**config.mk**
```make
export PLATFORM = sky130hd
export DESIGN_NAME = pulse_window_integrator
export DESIGN_NICKNAME = d
export VERILOG_FILES = /design/src/rtl/pulse_window_integrator_pkg.sv /design/src/rtl/pulse_window_integrator_sat_accumulator.sv /design/src/rtl/pulse_window_integrator.sv
export SDC_FILE = /design/constraint.sdc
export NUM_CORES = 1
export LEC_CHECK = 0
export ABC_AREA = 0
export BUFFER_PORTS_ARGS = -buffer_cell sky130_fd_sc_hd__buf_2
export CORE_UTILIZATION = 45
export DETAILED_ROUTE_END_ITERATION = 16
export PLACE_DENSITY = 0.65
export SLEW_MARGIN = 20
export SYNTH_ARGS = -nofsm -noshare
export SYNTH_HDL_FRONTEND = slang
export SYNTH_SLANG_ARGS = --single-unit
```
**constraint.sdc**
```tcl
create_clock -name clk -period 3.7 [get_ports clk]
set_clock_uncertainty 0.2 [all_clocks]
set_input_delay 0.74 -clock clk [delete_from_list [all_inputs] [get_ports clk]]
set_output_delay 0.74 -clock clk [all_outputs]
set_load 0.02 [all_outputs]
```
**src/rtl/pulse_window_integrator_pkg.sv**
```systemverilog
// rtl/pulse_window_integrator_pkg.sv - shared widths and FSM state encoding for the pulse window integrator
package pulse_window_integrator_pkg;

    // Default widths shared by the top and the accumulator
    localparam int PWI_DIN_W = 16;
    localparam int PWI_ACC_W = 20;
    localparam int PWI_DLY_W = 8;
    localparam int PWI_LEN_W = 6;

    // Window FSM encoding
    localparam logic [1:0] ST_IDLE  = 2'd0;
    localparam logic [1:0] ST_DELAY = 2'd1;
    localparam logic [1:0] ST_INTEG = 2'd2;
    localparam logic [1:0] ST_DONE  = 2'd3;

endpackage

```
**src/rtl/pulse_window_integrator_sat_accumulator.sv**
```systemverilog
// rtl/pulse_window_integrator_sat_accumulator.sv - signed add of one sample with clamp to the accumulator range
module sat_accumulator
    import pulse_window_integrator_pkg::*;
#(
    parameter int DIN_W = PWI_DIN_W,
    parameter int ACC_W = PWI_ACC_W
) (
    input  logic signed [ACC_W-1:0] acc,
    input  logic signed [DIN_W-1:0] din,
    output logic signed [ACC_W-1:0] acc_next,
    output logic                    sat
);

    // Most positive and most negative representable accumulator values
    localparam logic signed [ACC_W-1:0] POS_LIM = {1'b0, {(ACC_W-1){1'b1}}};
    localparam logic signed [ACC_W-1:0] NEG_LIM = {1'b1, {(ACC_W-1){1'b0}}};

    // One guard bit is enough: a single sample can never overflow by more than one bit
    logic signed [ACC_W:0] wide;
    assign wide = {acc[ACC_W-1], acc} + {{(ACC_W+1-DIN_W){din[DIN_W-1]}}, din};

    // Guard bit disagreeing with the sign bit means the true sum left the range
    always_comb begin
        sat      = 1'b0;
        acc_next = wide[ACC_W-1:0];
        if (wide[ACC_W] != wide[ACC_W-1]) begin
            sat      = 1'b1;
            acc_next = wide[ACC_W] ? NEG_LIM : POS_LIM;
        end
    end

endmodule

```
**src/rtl/pulse_window_integrator.sv**
```systemverilog
// rtl/pulse_window_integrator.sv - triggered delayed-window saturating integrator (optional PWI_OFLOW_GATE_EN)
module pulse_window_integrator
    import pulse_window_integrator_pkg::*;
#(
    parameter int DIN_W = PWI_DIN_W,
    parameter int ACC_W = PWI_ACC_W,
    parameter int DLY_W = PWI_DLY_W,
    parameter int LEN_W = PWI_LEN_W
) (
    input  logic                    clk,
    input  logic                    rst_n,
    input  logic                    trig,
    input  logic signed [DIN_W-1:0] din,
    input  logic                    oflow_in,
    input  logic        [DLY_W-1:0] delay,
    input  logic        [LEN_W-1:0] len,
    input  logic                    sat_clr,
    output logic signed [ACC_W-1:0] sum,
    output logic                    sum_valid,
    output logic                    busy,
    output logic                    sat_flag,
    output logic                    result_bad
);

    // One counter serves both the delay phase and the sample phase
    localparam int CNT_W = (DLY_W > LEN_W) ? DLY_W : LEN_W;

    logic                    trig_a;
    logic                    trig_b;
    logic                    trig_edge;
    logic                    accept;
    logic                    sampling;
    logic [1:0]              state;
    logic [CNT_W-1:0]        cnt;
    logic [LEN_W-1:0]        len_q;
    logic signed [ACC_W-1:0] acc;
    logic signed [ACC_W-1:0] acc_next;
    logic                    sat_pulse;

    // Trigger synchroniser-style pipeline; a rising edge shows up as trig_a & ~trig_b
    always_ff @(posedge clk or negedge rst_n) begin
        if (!rst_n) begin
            trig_a <= 1'b0;
            trig_b <= 1'b0;
        end else begin
            trig_a <= trig;
            trig_b <= trig_a;
        end
    end

    assign trig_edge = trig_a & ~trig_b;
    // The cycle showing the strobe still counts as busy, so a retrigger there is dropped
    assign accept    = trig_edge && (state == ST_IDLE) && !sum_valid;
    assign sampling  = (state == ST_INTEG);
    assign busy      = (state != ST_IDLE) || sum_valid;

    sat_accumulator #(
        .DIN_W (DIN_W),
        .ACC_W (ACC_W)
    ) u_sat_acc (
        .acc      (acc),
        .din      (din),
        .acc_next (acc_next),
        .sat      (sat_pulse)
    );

    // Window sequencer: latch settings on accept, count delay, then count samples
    always_ff @(posedge clk or negedge rst_n) begin
        if (!rst_n) begin
            state <= ST_IDLE;
            cnt   <= '0;
            len_q <= '0;
            acc   <= '0;
        end else begin
            case (state)
                ST_IDLE: begin
                    if (accept) begin
                        len_q <= len;
                        acc   <= '0;
                        if (delay != '0) begin
                            state <= ST_DELAY;
                            cnt   <= CNT_W'(delay);
                        end else if (len != '0) begin
                            state <= ST_INTEG;
                            cnt   <= CNT_W'(len);
                        end else begin
                            state <= ST_DONE;
                        end
                    end
                end
                ST_DELAY: begin
                    if (cnt == CNT_W'(1)) begin
                        if (len_q != '0) begin
                            state <= ST_INTEG;
                            cnt   <= CNT_W'(len_q);
                        end else begin
                            state <= ST_DONE;
                        end
                    end else begin
                        cnt <= cnt - CNT_W'(1);
                    end
                end
                ST_INTEG: begin
                    acc <= acc_next;
                    if (cnt == CNT_W'(1)) begin
                        state <= ST_DONE;
                    end else begin
                        cnt <= cnt - CNT_W'(1);
                    end
                end
                default: begin
                    state <= ST_IDLE;
                end
            endcase
        end
    end

    // Publish the result once per window; sum holds until the next window finishes
    always_ff @(posedge clk or negedge rst_n) begin
        if (!rst_n) begin
            sum       <= '0;
            sum_valid <= 1'b0;
        end else begin
            sum_valid <= (state == ST_DONE);
            if (state == ST_DONE) begin
                sum <= acc;
            end
        end
    end

    // Sticky saturation indicator; an explicit clear beats a coincident clamp
    always_ff @(posedge clk or negedge rst_n) begin
        if (!rst_n) begin
            sat_flag <= 1'b0;
        end else if (sat_clr) begin
            sat_flag <= 1'b0;
        end else if (sampling && sat_pulse) begin
            sat_flag <= 1'b1;
        end
    end

`ifdef PWI_OFLOW_GATE_EN
    logic win_bad;

    // Remember any upstream overflow on an accumulated sample; report it alongside sum
    always_ff @(posedge clk or negedge rst_n) begin
        if (!rst_n) begin
            win_bad    <= 1'b0;
            result_bad <= 1'b0;
        end else begin
            if (accept) begin
                win_bad <= 1'b0;
            end else if (sampling && oflow_in) begin
                win_bad <= 1'b1;
            end
            if (state == ST_DONE) begin
                result_bad <= win_bad;
            end
        end
    end
`else
    logic unused_oflow;
    assign unused_oflow = oflow_in;
    assign result_bad   = 1'b0;
`endif

endmodule

```
Yosys cells after proc, flatten, opt, wreduce, memory -nomap -nowiden

Cells that the tools add are included.

Word-level logic and storage cells: 62
Register bits after elaboration: 60

Reductions and logical operators: 17
Equality and inequality tests: 11
Multiplexer cells: 21
$add $sub $neg: 2
Bitwise operators: 2

Operators by type and width:

| cell                | number |
|---|---|
| $mux 20             | 3 |
| $mux 8              | 6 |
| $pmux 20 s2         | 1 |
| $pmux 8 s3          | 1 |
| $add 20x16->21      | 1 |
| $reduce_bool 6->1   | 2 |
| $eq 8x1->1 const B  | 1 |
| $mux 2              | 4 |
| $reduce_bool 8->1   | 1 |
| $sub 8x1->8 const B | 1 |
| $ne 2x2->1 const B  | 3 |
| $pmux 2 s3          | 1 |
| $reduce_bool 2->1   | 3 |
| $mux 1              | 5 |
| $reduce_and 5->1    | 1 |
| $eq 2x2->1 const B  | 2 |
| $reduce_and 2->1    | 2 |
| $logic_and 1x1->1   | 3 |
| $ne 3x1->1 const B  | 1 |
| $ne 3x3->1 const B  | 1 |
| $reduce_and 3->1    | 1 |
| $reduce_bool 3->1   | 1 |
| $eq 2x1->1 const B  | 1 |
| $logic_not 2->1     | 1 |
| other kinds (6)     | 6 |

Depth between registers and ports, before layout

Word-level depth: 6
Gate-level depth with buffers: 10
Gate-level depth less buffers: 9

Modules after synthesis

From an unflattened synthesis, not the netlist that was laid out.

Cell total of the unflattened synthesis: 398
Area total of the unflattened synthesis: 4012.6 sq um

Modules (own cells, without submodules):

| module                  | cells each | area each (sq um) | instances | seq. area each (sq um) |
|---|---|---|---|---|
| pulse_window_integrator | 224        | 2778.9            | 1         | 1501.4 |
| sat_accumulator         | 174        | 1233.7            | 1         | 0.0 |

Worst setup path before layout

No wires, ideal clock.

Path type: input port to flip-flop
Start point: input din[0]
End point: register acc[15]
Data required time: 3.374 ns
Stages on the path: 10
Arrival: 2.823 ns
Slack: 0.551 ns
Library setup time: 0.126 ns
Cell sequence: ha_1 > fa_1 > a211oi_1 > o211a_1 > or4b_4 > a32oi_2 > o21bai_1 > and2_1 > buf_4 > a221o_1

Longest elaborated chain between the ends: 4
Elaborated cells on any way between the ends: 5
Classes of those cells: add/sub (1); eq/ne (1); mux (3)

RTL lines:

| item                                  | RTL line                                                                                     | text |
|---|---|---|
| start, declared                       | pulse_window_integrator.sv:13                                                                | `input logic signed [DIN_W-1:0] din,` |
| $add 20x16->21 (*)                    | pulse_window_integrator_sat_accumulator.sv:20                                                | `assign wide = {acc[ACC_W-1], acc} + {{(ACC_W+1-DIN_W){din[DIN_W-1]}}, din};` |
| $mux 20 or $ne 1x1->1 (tied branches) | pulse_window_integrator_sat_accumulator.sv:28, pulse_window_integrator_sat_accumulator.sv:26 |  |
| $mux 20 (*)                           | pulse_window_integrator_sat_accumulator.sv:26                                                | `if (wide[ACC_W] != wide[ACC_W-1]) begin` |
| $pmux 20 s2 (*)                       | pulse_window_integrator.sv:75                                                                | `case (state)` |
| end signal, assigned                  | pulse_window_integrator.sv:104                                                               | `acc <= acc_next;` |
| end, declared                         | pulse_window_integrator.sv:36                                                                | `logic signed [ACC_W-1:0] acc;` |

Mark *: on every way between the ends. The rest lies on a longest branch, timed or not.
A chain may end at the register's enable or synchronous reset.

Worst setup path in the final report

Ends and elaborated chain as after synthesis.

==> results.txt <==
----------------------------------------------------
[Hold path]
  Min-Delay Path Class ... reg2reg
  Startpoint of the lowest-slack hold path ... trig_a$_DFF_PN0_
  End of the worst hold path ... trig_b$_DFF_PN0_
  Worst hold path stage count ... 0

[Cells and area]
  Total Nets Final ... 550
  Layout cell share with drive strength beyond 1 ... 25.8%
  Antenna fix cells ... 0
  Relative area change from synthesis to final layout ... 14.9%

[Drt]
  Total number of vias ... 3,473
  Post-DRT Antenna Nets ... 0
  Average wire per cell in the routed design ... 15.9 um
  Via density per instance ... 5.78
  Residual DRC ... 0
  Detailed-router iteration count before antenna repair ... 4
  Iteration-0 DRC count of the detailed router ... 146
  Total wirelength of the detailed-routed design ... 9540 um

[STA]
  Transition time of the tightest slew-check pin ... 0.685 ns
  Max-slew violation count ... 0
  Final Hold Slack ... 0.182 ns
  Fmax ... 316 MHz
  Post-layout minimum cycle time ... 3.17 ns
  Hold Violations, Final ... 0
  Setup TNS ... 0 ns
  Setup repair after global routing missed its margin ... no
  Max-slew headroom at the worst pin ... 54.4%
  Setup-violating endpoint count in the final report ... 0
  Setup slack after layout ... 0.531 ns
  Final clock period utilization by the worst path ... 85.7%

[Status]
  Outcome ... finished, final reports clean

[Synthesis]
  Most frequently used flop master after synthesis ... dfrtp_1
  Cell area after technology mapping ... 4050 sq um
  Number of synthesized flops with an enable pin ... 0
  Net count after synthesis ... 492
  Synth Register Bits ... 60
  Post-Synthesis Mean Instance Area ... 9.42 sq um
  Count of cell types in the netlist ... 65
  Share of the yosys chip area belonging to registers ... 37.0%
  Synth Instances ... 430
  FFs w/ async S/R, synth ... 100%
  Synth Warn # ... 0

[GRT]
  Via count of the first global-routing pass ... 3,381
  Maximum number of pins on one net before global-route repair ... 31
  Total GRT Usage ... 21.2%
  Number of antenna violations at the first check in global routing ... 0
  Wire length of the first global-routing pass ... 16,200 um
  Total congestion overflow ... 0

[Power and ir drop]
  Power density of the placed cells ... 933 nW/um^2
  VDD IR max ... 0.478 mV
  Cell leakage power ... 0.00214 uW

[Critical path]
  Critical path data arrival time ... 3.21 ns
  Setup CP Type ... in2reg
  Worst reg2reg path endpoint ... acc[15]$_DFFE_PN0P_
  Start of the worst register-to-register path ... acc[0]$_DFFE_PN0P_
  Crit. End Element ... flip-flop
  Launching element type of the critical path ... input pin
  Reg-to-reg setup timing slack ... 0.61 ns
  Data required, critical path ... 3.74 ns
  Worst Reg-to-Reg Cells ... 9
  Peak fanout along the critical path ... 8

[Floorplan]
  Overall die area ... 9390 sq um
  Starting density of the core ... 46.5%
  Chip width ... 96.9 um
  Ports ... 59
  Std-Cell Rows ... 34
  Die Y-Extent ... 96.9 um
  Core ar. ... 8720 sq um

[Clock tree]
  Number of clock sinks ... 60
  Cell at the root of the clock tree ... clkbuf_8
  Clock network latency to the later pin of the worst-skew pair ... 0.35 ns
  Clock tree from TritonCTS ... built
  Post-CTS Setup Repair Bufs ... 0
  Clock Pin Slew Worst Setup and Hold Paths ... 0.08 ns
  CTS buffer count ... 9
  CTS Hold Buffers Added ... 0
  Post-cts resize count ... 0
  H-tree depth reported by CTS ... 3
  Worst-case clock buffer depth ... 2

[Place]
  Post-place setup slack ... 0.179 ns
  Total of buffers placed on input and output ports ... 56
  Final estimated routing congestion in global placement ... 0.921
  DP HPWL ... 7130 um

[Job]
  Total of max-cap violations ... 0

----------------------------------------------------
[metal layers]
layer,track usage (%),routed length (um)
met1,27.9,4450
met2,35.0,4530
met3,4.26,407
met4,7.00,150
met5,0,0
[cells in the final DEF (no fill, tap or decap), types with 5 or more instances in the layout]
cell type	Yosys	routed
buf_4	7	16
a221o_1	9	9
xnor2_1	7	7
and2_1	5	5
mux2_2	26	26
nor2_1	23	23
nand2_1	35	35
a211oi_1	11	11
o21ai_0	26	26
buf_2	2	56
nor3_1	8	8
ha_1	26	26
o21ai_1	11	11
o31ai_1	5	5
a21o_1	6	6
xor2_1	6	6
a21oi_1	35	35
nand3_1	6	6
a31oi_1	6	6
clkbuf_8	0	9
nand2b_1	6	6
dfrtp_1	60	60
inv_1	13	13
[synth_stat cells (all sizes together) (2+ instances only)]
library cell	number	area, sq um
dfrtp	60	1500
o21ai	37	185
a21oi	35	175
nand2	35	131
ha	26	325
mux2	26	293
nor2	23	86.3
clkbuf	13	48.8
inv	13	48.8
buf	12	81.3
a211oi	11	82.6
nor3	10	60.1
a221o	9	90.1
xnor2	7	61.3
a21o	6	45.0
a31oi	6	37.5
nand2b	6	37.5
nand3	6	30.0
xor2	6	52.6
and2	5	31.3
o31ai	5	37.5
a21boi	4	30.0
nand3b	4	30.0
nand4	4	31.3
nor4	4	25.0
a221oi	3	26.3
a32oi	3	33.8
mux2i	3	30.0
nor2b	3	18.8
nor3b	3	27.5
o21a	3	22.5
o21bai	3	22.5
o22ai	3	18.8
o311ai	3	33.8
or4	3	22.5
a211o	2	17.5
and3	2	12.5
and4	2	17.5
nor4b	2	17.5
o211ai	2	15.0
or2	2	12.5
or3	2	12.5
[sequential cells by signal, indices dropped and copies added, names as in the netlist]
signal and flops:
len_q 6, cnt 8, sat_flag 1, sum_valid 1
trig_a 1, trig_b 1, state 2, acc 20
sum 20
[per-stage QoR]
stage | instances | area, sq um | utilization (%) | power, uW
floorplan | 430 | 4050 | - | 3090
global placement | 585 | 4460 | 51.1 | 3680
detailed placement | 585 | 4460 | 51.1 | 3740
CTS | 601 | 4660 | 53.4 | 4360
global route | 601 | 4660 | 53.4 | 4710
finish | 601 | 4660 | 53.4 | 4340
[worst max-delay path by stage]
stage,to,slack (ns),startpoint
6_report,acc[15]$_DFFE_PN0P_,0.53,din[0]
2_1_floorplan,acc[15]$_DFFE_PN0P_,0.55,din[0]
5_1_grt,acc[15]$_DFFE_PN0P_,0.42,din[0]
3_3_place_gp,acc[15]$_DFFE_PN0P_,0.23,din[0]
3_5_place_dp,acc[15]$_DFFE_PN0P_,0.18,din[0]
4_1_cts,acc[15]$_DFFE_PN0P_,0.54,din[0]
[power breakdown]
part,internal (uW),switching (uW)
Clock,314,298
Combinational,1100,1450
Sequential,955,229
Total,2370,1970
[cell type report]
cell class / count / area, sq um
Inverter: 13 / 48.8
Clock inverter: 7 / 75.1
Timing Repair Buffer: 72 / 400
Clock buffer: 9 / 124
Tap cell: 108 / 135
Sequential cell: 60 / 1500
Fill cell: 818 / 4060
Multi-Input combinational cell: 332 / 2370
[critical path: stages]
cell      delay (ns)
buf_2           0.10
ha_1            0.23
fa_1            0.44
a211oi_1        0.36
o211a_1         0.25
or4b_4          0.14
a32oi_2         0.13
o21bai_1        0.20
and2_1          0.27
a221o_1         0.35
[cells by family after synthesis]
group                      share of synthesized area (%)
buffers and inverters                               4.42
adders and majority gates                           8.52
xor gates and xnor gates                            2.81
and+or+nand+nor                                     15.7
DFF                                                 37.0
AOI/OAI and AO/OA                                   23.4
muxes                                               7.97
other                                             0.0925
Power figures use the tool's default switching activity.
